**src/rtl/lcd_stream_gen.sv**
```systemverilog
// Pixel stream conditioner between the PPU and the LCD scan converter:
// enforces exact line length, bounds frame height and hides the first frame after power-on.
module lcd_stream_gen #(
    parameter int unsigned W     = 160,
    parameter int unsigned LINES = 144,
    parameter logic [14:0] FILL  = 15'h7FFF
) (
    input  logic        clk,
    input  logic        reset_n,
    input  logic        ce,
    input  logic        lcd_en,
    input  logic [1:0]  ppu_mode,
    input  logic        pix_valid,
    input  logic [14:0] pix_data,
    output logic        lcd_clkena,
    output logic [14:0] lcd_data,
    output logic [1:0]  lcd_mode,
    output logic        lcd_on,
    output logic        frame_done,
    output logic        err_short,
    output logic        err_long
);

    typedef enum logic [1:0] {S_OFF, S_SKIP, S_ACTIVE, S_PAD} state_t;

    localparam logic [7:0] WX = 8'(W);
    localparam logic [7:0] LY = 8'(LINES);

    state_t      state;
    logic [7:0]  x;
    logic [7:0]  y;
    logic [1:0]  mode_d;

    logic        vblank_entry;
    logic        hblank_entry;
    logic        take;
    logic [7:0]  x_acc;
    logic [7:0]  x_pad;
    logic [7:0]  y_inc;

    always_comb begin
        vblank_entry = (ppu_mode == 2'd1) && (mode_d != 2'd1);
        hblank_entry = (ppu_mode == 2'd0) && (mode_d == 2'd3);
        take         = pix_valid && (x < WX) && (y < LY);
        // a pixel arriving with the hblank edge counts before the completeness check
        x_acc        = take ? x + 8'd1 : x;
        x_pad        = x + 8'd1;
        y_inc        = (y >= LY) ? LY : y + 8'd1;
    end

    always_ff @(posedge clk) begin
        mode_d <= ppu_mode;
        if (!reset_n) begin
            state      <= S_OFF;
            x          <= '0;
            y          <= '0;
            lcd_clkena <= 1'b0;
            lcd_data   <= '0;
            lcd_mode   <= 2'd1;
            lcd_on     <= 1'b0;
            frame_done <= 1'b0;
            err_short  <= 1'b0;
            err_long   <= 1'b0;
        end else begin
            lcd_clkena <= 1'b0;
            frame_done <= 1'b0;
            if (!lcd_en) begin
                state    <= S_OFF;
                x        <= '0;
                y        <= '0;
                lcd_on   <= 1'b0;
                lcd_mode <= 2'd1;
                lcd_data <= '0;
            end else begin
                case (state)
                    S_OFF: begin
                        lcd_on   <= 1'b0;
                        lcd_mode <= 2'd1;
                        x        <= '0;
                        y        <= '0;
                        state    <= S_SKIP;
                    end
                    S_SKIP: begin
                        lcd_mode <= 2'd1;
                        if (vblank_entry) begin
                            state    <= S_ACTIVE;
                            lcd_on   <= 1'b1;
                            lcd_mode <= ppu_mode;
                            x        <= '0;
                            y        <= '0;
                        end else begin
                            lcd_on <= 1'b0;
                        end
                    end
                    S_ACTIVE: begin
                        lcd_on   <= 1'b1;
                        lcd_mode <= ppu_mode;
                        if (take) begin
                            lcd_clkena <= 1'b1;
                            lcd_data   <= pix_data;
                        end else if (pix_valid) begin
                            err_long <= 1'b1;
                        end
                        if (vblank_entry) begin
                            x          <= '0;
                            y          <= '0;
                            frame_done <= 1'b1;
                        end else if (hblank_entry && x_acc == WX) begin
                            x <= '0;
                            y <= y_inc;
                        end else if (hblank_entry && x_acc != 8'd0) begin
                            state     <= S_PAD;
                            err_short <= 1'b1;
                            lcd_mode  <= 2'd0;
                            x         <= x_acc;
                        end else begin
                            x <= x_acc;
                        end
                    end
                    S_PAD: begin
                        lcd_on <= 1'b1;
                        if (pix_valid)
                            err_long <= 1'b1;
                        if (vblank_entry) begin
                            state      <= S_ACTIVE;
                            lcd_mode   <= ppu_mode;
                            err_short  <= 1'b1;
                            x          <= '0;
                            y          <= '0;
                            frame_done <= 1'b1;
                        end else begin
                            lcd_mode <= 2'd0;
                            if (ce) begin
                                lcd_clkena <= 1'b1;
                                lcd_data   <= FILL;
                                if (x_pad >= WX) begin
                                    state    <= S_ACTIVE;
                                    lcd_mode <= ppu_mode;
                                    x        <= '0;
                                    y        <= y_inc;
                                end else begin
                                    x <= x_pad;
                                end
                            end
                        end
                    end
                    default: state <= S_OFF;
                endcase
            end
        end
    end

endmodule
```
**config.mk**
```make
export PLATFORM = sky130hd
export DESIGN_NAME = lcd_stream_gen
export DESIGN_NICKNAME = d
export VERILOG_FILES = /design/src/rtl/lcd_stream_gen.sv
export SDC_FILE = /design/constraint.sdc
export NUM_CORES = 1
export LEC_CHECK = 0
export BUFFER_PORTS_ARGS = -buffer_cell sky130_fd_sc_hd__buf_2
export CAP_MARGIN = 20
export CELL_PAD_IN_SITES_DETAIL_PLACEMENT = 0
export CELL_PAD_IN_SITES_GLOBAL_PLACEMENT = 1
export CORE_ASPECT_RATIO = 1.2
export CORE_MARGIN = 1
export CORE_UTILIZATION = 37
export CTS_CLUSTER_SIZE = 10
export DETAILED_ROUTE_END_ITERATION = 8
export MAX_ROUTING_LAYER = met4
export PLACE_DENSITY = 0.74
export SYNTH_ARGS = -nofsm -noshare
export SYNTH_HDL_FRONTEND = slang
export SYNTH_SLANG_ARGS = --single-unit
export TNS_END_PERCENT = 30
```
**constraint.sdc**
```tcl
create_clock -name clk -period 2.45 [get_ports clk]
set_clock_uncertainty 0.05 [all_clocks]
set_input_delay 0.1225 -clock clk [delete_from_list [all_inputs] [get_ports clk]]
set_output_delay 0.1225 -clock clk [all_outputs]
set_load 0.02 [all_outputs]
```
### After elaboration in Yosys (flattened, before gate mapping)

Cells that the tools add are included.

* register bits after elaboration: 42
* latch bits: 0
* memory bits (writable): 0
* bits in read-only memories: 0
* input bits: 22
* output and inout port bits: 22
* word-level logic and storage cells: 104
* memories: 0

* $add $sub $neg: 2
* multiply operators: 0
* div/mod/pow operators: 0
* $lt $le $gt $ge: 4
* equality and inequality tests: 19
* shift-type cells: 0
* mux-type cells: 49
* bitwise operators: 0
* reduce and logical (&&, ||, !) cells: 19

Operator list (number)
* 2-to-1 mux 8 bit: 13
* case mux 8 bit (4 select lines): 2
* 2-to-1 mux 15 bit: 3
* case mux 15 bit (2 select lines): 1
* 2-to-1 mux 2 bit: 14
* != test 2 bit, second input constant: 9
* adder 8 x 1 -> 8 bit, second input constant: 2
* >= comparator 8 bit, second input constant: 2
* < comparator 8 bit, second input constant: 2
* case mux 2 bit (4 select lines): 2
* AND reduction 6 bit: 2
* 2-to-1 mux 1 bit: 10
* != test 3 bit, second input constant: 3
* == test 8 bit, second input constant: 1
* AND reduction 4 bit: 2
* nonzero test 8 bit: 1
* == test 2 bit, second input constant: 3
* logical AND 1 bit: 6
* case mux 1 bit (2 select lines): 3
* AND reduction 3 bit: 2
* == test 2 x 1 -> 1 bit, second input constant: 2
* logical NOT 2 bit: 2
* AND reduction 2 bit: 2
* case mux 1 bit (3 select lines): 1
* 3 further kinds: 3

### Logic depth before layout (Yosys ltp)

Gate-level depths: netlist of run 1.

* depth in word-level cells: 10
* depth in mapped cells: 9
* gate-level depth less buffers: 8

### Least setup slack after synthesis of run 1

OpenSTA, ideal clock, no wires.

* kind: register -> register
* start point: reg x[0]
* end point: reg x[0]
* setup time: 0.121 ns
* data arrival time: 2.245 ns
* data required time: 2.279 ns
* path slack: 0.034 ns
* stages on the path, launching flop included: 9
* period minus slack after synthesis: 2.416 ns
* cell sequence: dfxtp_1 ha_1 nand4_1 a2111oi_4 o22ai_1 o31a_4 a31oi_4 nor2_1 mux2_2

* longest elaborated chain between the ends: 9
* elaborated cells on any way between the ends: 14
* classes of those cells: add/sub (1); order compare (2); eq/ne (1); mux (7); reduce/logical (3)

Ends and longest elaborated chain
* start, declared: line 30 `logic [7:0] x;`
* start signal, assigned: line 142 `x <= x_pad;`
* branches (longest 8 deep; another with adder 8 x 1 -> 8 bit)
* case mux 8 bit (4 select lines) (*): line 75 `case (state)`

Every way passes the cells marked *. The select of a mux whose other input is x is not followed.
A chain may end at the register's enable or synchronous reset.

### Worst setup path after layout of run 1

* start point: reg x[1]
* end point: reg x[0]

Same word-level chain as after synthesis.

==> impl_metrics.yaml, run 1 <==
run_status:
  outcome: "completed"
setup_path:
  r2r_end: "x[0]"
  worstSetupPathType: "flip-flop to flip-flop"
  arrival_ns: 2.50
  endpoint_kind: "flip-flop"
  r2r_start: "x[1]"
  crit_required_ns: 2.58
  crit_fanout: 7
  start_kind: "flip-flop"
  r2r_cells: 8
  ff2ff_setup_slack_ns: 0.08
sta:
  whs_ns: 0.0329
  post-route-period-util_pct: 96.7
  hold_violations: 0
  max-slew-margin-rel_pct: 65.4
  fmax_mhz: 422
  slew_violations: 0
  rsz0062_at_grt: "false"
  period_needed_ns: 2.37
  final.setup.tns_ns: 0
  tightest_slew_ns: 0.518
  finalSetupViolations: 0
  setup_ws_ns: 0.0801
detailed_routing:
  wl_per_cell_um: 15.1
  drc: 0
  wl_mm: 5.41
  initialDrtViolationCount: 127
  firstDrtPassIters: 4
  routed_via_density: 5.70
  ant_nets: 0
  via_count: 2042
yosys:
  synth_area_um2: 2160
  synthMuxAreaShare_pct: 1.45
  synth_edf_count: 0
  ys_types: 56
  synth-seq-area-share_pct: 38.8
  synth-main-ff-cell: "dfxtp_1"
  synth_compound_area_share_pct: 32.2
  synthAdderAreaFrac_pct: 1.73
  synth_xor_area_share_pct: 0
  async_flop_share_pct: 0
  synth_cells: 232
  yosys_warnings: 0
  avgSynthCellArea_um2: 9.33
  ys_seq_elements: 42
  synthesis.nets: 257
  synth_top_family_by_area: "compound AO/OA/AOI/OAI gates"
  synth-simple-area-share_pct: 21.2
cts:
  clk_latency_ns: 0.29
  cts_max_path_buffers: 2
  htree_levels: 2
  cts_buffers: 5
  cts_num_sinks: 42
  cts_tree: "done"
  cts_root_buf: "clkbuf_8"
  clk_pin_slew_ns: 0.08
global_routing:
  grt_pass1_vias: 1769
  grt_usage_pct: 18.5
  grt_pass1_wl_mm: 8.70
  overflow: 0
  grt_max_degree: 16
  antenna_found_initial: 0
power_and_ir_drop:
  p_sw_share_pct: 24.2
  power.density_nw_per_um2: 451
  p_leak_uw: 0.00109
  combPwrFrac_pct: 7.8
  finalPower_uw: 1220
  seqPwrFrac_pct: 56.3
  clockPowerShare_pct: 35.9
  ir_worst_vdd_mv: 0.288
  p_int_uw: 928
  p_sw_uw: 297
floorplan:
  die_y_um: 85.8
  core.rowCount: 30
  die-area_um2: 6160
  fp.dieW_um: 71.8
  io_pins: 44
  core_area_um2: 5630
  start_util_pct: 38.4
final_layout:
  finalNetCount: 318
  fillers: 557
  diodes: 0
  design_area_um2: 2720
  final_layout_size_suffix_gt1_share_pct: 38.4
  multiInputGateArea_um2: 1260
  area.sequential_um2: 845
  area_growth_pct: 25.5
min_path:
  min_path_type: "input pin to flip-flop"
  holdCritStartpoint: "reset_n"
  holdPathStages: 2
  min_to: "err_short"
place:
  post_dp_cell_area_um2: 2560
  place_congestion: 0.902
  pre_cts_ws_ns: 0.0117
  dp_hpwl_mm: 3.94
  io_buffer_count: 43
flow_run:
  maxCapViolCount: 0
layout make-up:
| type | instances | share of cell area [%] |
|---|---|---|
| Sequential cell | 42 | 31.1 |
| Timing Repair Buffer | 69 | 15.3 |
| Tap cell | 64 | 2.95 |
| Multi-Input combinational cell | 167 | 46.4 |
| Clock inverter | 2 | 0.507 |
| Clock buffer | 6 | 2.67 |
| Inverter | 8 | 1.11 |
cells in the mapped netlist (4+ instances only):
| cell type | number | share of area [%] |
|---|---|---|
| nand2b_1 | 4 | 1.2 |
| nor2_1 | 11 | 1.9 |
| o22ai_1 | 6 | 1.7 |
| nor2b_1 | 5 | 1.4 |
| and3_1 | 7 | 2.0 |
| or3_1 | 6 | 1.7 |
| clkbuf_1 | 10 | 1.7 |
| nand3b_1 | 5 | 1.7 |
| a21oi_1 | 9 | 2.1 |
| inv_1 | 8 | 1.4 |
| nand2_1 | 12 | 2.1 |
| o21ai_0 | 4 | 0.92 |
| nand4_1 | 5 | 1.4 |
| dfxtp_1 | 42 | 39 |
| nand3_1 | 13 | 3.0 |
| o221a_2 | 15 | 7.8 |
worst max-delay path, cell delays in order, from the launching register on:
cell,delay (ns)
dfxtp_1,0.34
ha_4,0.18
and3_1,0.19
a311oi_1,0.36
o22ai_2,0.16
o31a_4,0.36
a31oi_4,0.24
nor2_1,0.09
mux2_2,0.29
sequential cells by signal, indices dropped and copies added, names as in the netlist:
register	flops
lcd_data	15
x	8
y	8
lcd_mode	2
mode_d	2
state	2
err_long	1
err_short	1
frame_done	1
lcd_clkena	1
lcd_on	1
cell families after synthesis:
family | count (synthesis)
flops | 42
compound gates | 77
fa+ha+maj | 3
simple gates | 83
mux | 3
buf+inv | 24
per-stage QoR:
| step | utilization, % | cells |
|---|---|---|
| 2_1_floorplan | - | 232 |
| 3_3_place_gp | 45.4 | 345 |
| 3_5_place_dp | 45.4 | 345 |
| 4_1_cts | 47.3 | 355 |
| 5_1_grt | 48.2 | 358 |
| 6_report | 48.2 | 358 |
worst max-delay path by stage:
stage,startpoint,to,cells past startpoint
2_1_floorplan,x[0],x[0],8
5_1_grt,x[1],x[0],8
3_5_place_dp,x[0],y[7],8
6_report,x[1],x[0],8
4_1_cts,x[0],y[7],8
3_3_place_gp,x[5],y[7],8
routing by layer:
metal  global-route usage (%)  part of all wire, %  vias to the layer above
li1                         -                    -                     1014
met1                     24.6                   47                      947
met2                     28.0                   47                       71
met3                     3.17                  4.4                       10
met4                     6.95                  1.9                        0
met5                        -                    0                        -
layout by cell type, fill, tap and decap left out, drive strengths merged, types with 4 or more instances in the layout:
| cell | Yosys | layout |
|---|---|---|
| nand2 | 13 | 13 |
| nor2b | 5 | 5 |
| nand4 | 5 | 5 |
| or3 | 6 | 6 |
| nand3b | 5 | 5 |
| o21ai | 7 | 7 |
| a21oi | 10 | 11 |
| o22ai | 6 | 6 |
| nor2 | 11 | 11 |
| and3 | 7 | 7 |
| buf | 4 | 67 |
| a31oi | 4 | 4 |
| o31ai | 4 | 4 |
| inv | 8 | 8 |
| nand3 | 13 | 13 |
| o221a | 15 | 15 |
| nand2b | 4 | 4 |
| dfxtp | 42 | 42 |
| a21boi | 4 | 4 |
| clkbuf | 12 | 6 |
power by group through the flow:
stage | combinational [µW] | sequential (µW) | clock [µW]
2_1_floorplan | 50.3 | 705 | 0
3_3_place_gp | 89.1 | 705 | 0
3_5_place_dp | 89.7 | 706 | 0
4_1_cts | 92.5 | 689 | 458
5_1_grt | 102 | 690 | 482
6_report | 95.3 | 689 | 440
what timing repair did:
action                                  in CTS  in global routing
hold endpoints to repair                     2                  0
endpoints found under the setup margin       1                 13
gates cloned                                 0                  1
hold buffers                                 2                  0
pin swaps                                    1                  3
resized for setup                            0                  9
buffers inserted                             0                  2
(Power assumes the default switching activity.)
==> run 2, diff against run 1 <==
CTS_CLUSTER_SIZE = 40   (was 10)
SETUP_SLACK_MARGIN = 0.15   (was default)
==> run 2 against run 1 <==
Global-route usage grew 0.86 points. Die area is the same. Flip-flop and latch count is the same. Final cell count shrank 0.84%. Highest routed layer unchanged. Sequential share of layout area grew 0.11 points. Largest power group unchanged. Critical path type unchanged. Fmax grew 0.63%. Largest cell class unchanged. Sequential power is essentially flat.
==> impl_metrics.yaml, run 2 (synthesis results as in run 1) <==
cts:
  cts_num_sinks: 42
  cts_buffers: 5
  clk_pin_slew_ns: 0.08
  cts_tree: "done"
  htree_levels: 2
  clk_latency_ns: 0.29
  cts_root_buf: "clkbuf_8"
  cts_max_path_buffers: 2
detailed_routing:
  met3_length_um: 216
  initialDrtViolationCount: 142
  top_layer: "met4"
  firstDrtPassIters: 4
  via_count: 2046
  drc: 0
  wl_per_cell_um: 15.7
  routed_via_density: 5.76
  wl_met2_mm: 2.59
  ant_nets: 0
  wl_mm: 5.56
  wl_met1_mm: 2.63
power_and_ir_drop:
  clockPowerShare_pct: 41.3
  seqPwrFrac_pct: 51.2
  power.density_nw_per_um2: 486
  ir_worst_vdd_mv: 0.354
  finalPower_uw: 1340
  p_sw_uw: 308
  p_leak_uw: 0.00109
  p_int_uw: 1030
  combPwrFrac_pct: 7.5
  p_sw_share_pct: 23.0
run_status:
  outcome: "completed"
global_routing:
  grt_max_degree: 28
  grt_pass1_wl_mm: 9.08
  antenna_found_initial: 0
  grt_usage_pct: 19.3
  overflow: 0
  grt_pass1_vias: 1830
sta:
  post-route-period-util_pct: 96.1
  max-slew-margin-rel_pct: 64.0
  slew_violations: 0
  period_needed_ns: 2.36
  finalSetupViolations: 0
  hold_violations: 0
  fmax_mhz: 425
  rsz0062_at_grt: "true"
  final.setup.tns_ns: 0
  tightest_slew_ns: 0.539
setup_path:
  crit_required_ns: 2.63
  arrival_ns: 2.53
  endpoint_kind: "flip-flop"
  ff2ff_setup_slack_ns: 0.09
  start_kind: "flip-flop"
  worstSetupPathType: "flip-flop to flip-flop"
  crit_fanout: 7
floorplan:
  io_pins: 44
  core_area_um2: 5630
  die_y_um: 85.8
  die-area_um2: 6160
  start_util_pct: 38.4
  fp.dieW_um: 71.8
  core.rowCount: 30
final_layout:
  final_cell_mix: "buf_2, dfxtp_1, buf_4"
  finish.utilization_pct: 48.9
  fillers: 549
  design_area_um2: 2760
  area.sequential_um2: 860
  layout_commonest_cell: "buf_2"
  largest-register: "lcd_data"
  largest_register_ffs: 15
  multiInputGateArea_um2: 1280
  area_growth_pct: 27.3
  diodes: 0
  final_layout_size_suffix_gt1_share_pct: 41.6
  reg_top3: "lcd_data x15, x x8, y x8"
  finalNetCount: 315
flow_run:
  maxCapViolCount: 0
place:
  post_dp_cell_area_um2: 2530
  dp_hpwl_mm: 3.95
  io_buffer_count: 43
  place_congestion: 0.829
min_path:
  min_path_type: "input pin to flip-flop"
-- run 2: changes by cell type in the layout (fill, tap and decap cells not counted), moves of 3 or more --
cell     before  now
buf_4        24   20
dfxtp_1      39   33
dfxtp_2       3    6
dfxtp_4       0    3
-- run 2: worst max-delay path, cell delays in order (launching register included) --
cell and delay (ns):
dfxtp_4 0.37, o31ai_4 0.35, nand4_1 0.20, mux2i_2 0.31, o31a_4 0.28, a31oi_4 0.13
or4b_1 0.51, o21ai_1 0.10
-- run 2: stage by stage --
step	setup slack [ns]	instances	hold slack, ns
4_1_cts	0.0814	350	0.0133
5_1_grt	0.0238	355	0.0250
2_1_floorplan	0.177	232	0.100
6_report	0.0948	355	0.0179
3_5_place_dp	0.0275	339	0.222
3_3_place_gp	0.0929	339	0.218
-- run 2: area by class of cell --
type / count / share of cell area, %
multi-input cells: 167 / 46.3
flip-flops and latches: 42 / 31.2
inverters: 8 / 1.09
well taps: 64 / 2.91
repair buffers: 66 / 14.4
clock buffers: 5 / 2.50
clock inverters: 3 / 1.59
-- run 2: path summary, 6_finish.rpt --
| path | from | endpoint | cells past startpoint |
|---|---|---|---|
| setup / recovery | y[6] | x[4] | 7 |
| setup reg to reg | y[6] | x[4] | 7 |
| hold reg to reg | err_long | err_long | 1 |
| hold / removal | reset_n | err_short | 2 |
-- run 2: per-layer routing --
layer | global-route usage (%) | up-vias
met2 | 29.1 | 55
li1 | - | 1006
met5 | - | -
met3 | 3.53 | 9
met4 | 6.95 | 0
met1 | 25.9 | 976
-- run 2: repair_timing --
action | CTS | global route
buffers inserted | 0 | 5
cloned | 1 | 0
hold buffers | 2 | 0
resized for setup | 3 | 16
pin swaps | 2 | 7
endpoints found under the setup margin | 13 | 17
endpoints found under the hold margin | 2 | 0
-- run 2: power groups by stage --
stage                     clock [µW]  combinational [µW]  sequential [µW]
after CTS                        569                94.2              687
after detailed placement           0                89.0              706
after floorplan                    0                50.3              705
after global routing             595                 109              687
final                            553                99.9              686
after global placement             0                88.3              706
==> run 3, diff against run 2 <==
GPL_TIMING_DRIVEN = 0   (was default)
SETUP_SLACK_MARGIN = default   (was 0.15)
==> run 3 against run 2 <==
Total power fell by 7.4%. Non-clock buffer count is the same. Flip-flop and latch count stayed put. Final area is 2.0% lower. Count of clock-buffer cells in the layout unchanged. Highest routed layer unchanged.
==> impl_metrics.yaml, run 3 (synthesis results as in run 1) <==
run_status:
  outcome: "completed"
power_and_ir_drop:
  p_sw_uw: 316
  ir_worst_vdd_mv: 0.367
  power.density_nw_per_um2: 459
  p_leak_uw: 0.00105
  p_int_uw: 923
  finalPower_uw: 1240
  p_sw_share_pct: 25.5
  combPwrFrac_pct: 7.8
  clockPowerShare_pct: 36.9
  seqPwrFrac_pct: 55.3
sta:
  period_needed_ns: 2.42
  fmax_mhz: 413
  tightest_slew_ns: 0.591
  post-route-period-util_pct: 98.8
  slew_violations: 0
  finalSetupViolations: 0
  rsz0062_at_grt: "true"
  hold_violations: 0
  max-slew-margin-rel_pct: 60.6
floorplan:
  fp.dieW_um: 71.8
  core.rowCount: 30
  core_area_um2: 5630
  io_pins: 44
  start_util_pct: 38.4
  die_y_um: 85.8
  die-area_um2: 6160
setup_path:
  r2r_cells: 8
  critPathSlowestCell: "a2111oi_4"
  crit_required_ns: 2.59
  arrival_ns: 2.56
  r2r_start: "x[6]"
  worstSetupPathType: "flip-flop to flip-flop"
  endpoint_kind: "flip-flop"
  ff2ff_setup_slack_ns: 0.03
  r2r_end: "x[0]"
  cp_cell_sequence: "buf_6 -> or2_4 -> a2111oi_4 -> o22ai_2 -> o31a_4 -> a31oi_4 -> nor2_4 -> mux2_4"
  crit_fanout: 10
  start_kind: "flip-flop"
  critPathMaxStageDelay_ns: 0.37
detailed_routing:
  initialDrtViolationCount: 102
  routed_via_density: 5.66
  ant_nets: 0
  wl_mm: 5.43
  wl_per_cell_um: 15.3
  via_count: 2011
  firstDrtPassIters: 4
  drc: 0
global_routing:
  grt_max_degree: 15
  antenna_found_initial: 0
  grt_usage_pct: 18.6
  grt_pass1_vias: 1770
  overflow: 0
  grt_pass1_wl_mm: 8.72
cts:
  cts_buffers: 5
  cts_tree: "done"
  clk_pin_slew_ns: 0.09
  cts_root_buf: "clkbuf_8"
  cts_num_sinks: 42
  cts_max_path_buffers: 2
  htree_levels: 2
  clk_latency_ns: 0.30
min_path:
  holdPathStages: 2
  holdCritStartpoint: "reset_n"
  min_path_type: "input pin to flip-flop"
  min_to: "err_short"
final_layout:
  design_area_um2: 2700
  fillers: 548
  layout_commonest_cell: "buf_2"
  largest-register: "lcd_data"
  reg_top3: "lcd_data x15, x x8, y x8"
  area_growth_pct: 24.7
  diodes: 0
  largest_register_ffs: 15
  final_cell_mix: "buf_2, dfxtp_1, o221a_2"
  finish.utilization_pct: 47.9
  finalNetCount: 315
  final_layout_size_suffix_gt1_share_pct: 37.1
place:
  place_congestion: 0.770
  dp_hpwl_mm: 3.84
  post_dp_cell_area_um2: 2450
  io_buffer_count: 42
flow_run:
  maxCapViolCount: 0
-- run 3: cell types whose count changed in the layout (fill, tap and decap cells not counted), moves of 2 or more --
cell      change
dfxtp_2       -3
dfxtp_1       +4
buf_4        -11
clkbuf_2      +4
o21ai_2       -2
clkbuf_1      +7
-- run 3: timing repair --
| item | in CTS | in global routing |
|---|---|---|
| gates cloned | 0 | 1 |
| pin swaps | 2 | 9 |
| setup endpoints to repair | 26 | 25 |
| setup buffers | 0 | 8 |
| endpoints found under the hold margin | 2 | 0 |
| resized for setup | 7 | 18 |
| hold buffers | 2 | 0 |
-- run 3: routing by layer --
layer | GRT usage (%) | vias up | share of wire [%]
met3 | 4.23 | 8 | 3.5
li1 | - | 1009 | -
met4 | 6.24 | 0 | 1.4
met1 | 24.9 | 954 | 49
met5 | - | - | 0
met2 | 27.7 | 40 | 46
-- run 3: worst max path at each step --
stage	start	to	cells after the start
6_report	x[6]	x[0]	8
5_1_grt	x[1]	x[0]	8
4_1_cts	x[0]	x[0]	8
3_5_place_dp	x[0]	x[0]	8
3_3_place_gp	x[0]	x[0]	8
2_1_floorplan	x[0]	x[0]	8
-- run 3: power groups by stage --
| stage | logic, µW | clock network, µW | registers, µW |
|---|---|---|---|
| after floorplan | 50.3 | 0 | 705 |
| after global placement | 85.6 | 0 | 704 |
| after detailed placement | 86.0 | 0 | 704 |
| after CTS | 88.6 | 472 | 685 |
| after global routing | 106 | 497 | 686 |
| final | 96.5 | 457 | 685 |
-- run 3: worst max-delay path, delay by kind of cell (launching register included) --
| kind | cells | cell delay [ns] |
|---|---|---|
| AOI/OAI and AO/OA | 4 | 1.22 |
| muxes | 1 | 0.27 |
| and+or+nand+nor | 2 | 0.31 |
| DFF | 1 | 0.33 |
| buffers and inverters | 1 | 0.14 |
-- run 3: cell type report --
type                    count  area (µm²)  area share (%)
flip-flops and latches     42         852            31.6
well taps                  64        80.1            2.97
clock inverters             3        21.3           0.788
multi-input cells         167        1290            47.7
inverters                   8        30.0            1.11
clock buffers               5        68.8            2.55
repair buffers             52         290            10.8
plain buffers              14        70.1            2.60
-- run 3: metrics by stage --
step	std cells	TNS, ns	setup slack (ns)	hold WS (ns)
global placement	338	-4.07	-0.320	0.215
finish	355	0	0.0291	0.0269
floorplan	232	0	0.0340	0.100
global route	355	-0.0869	-0.0576	0.0171
detailed placement	338	-3.99	-0.319	0.221
CTS	348	-0.0762	-0.0281	0.0139
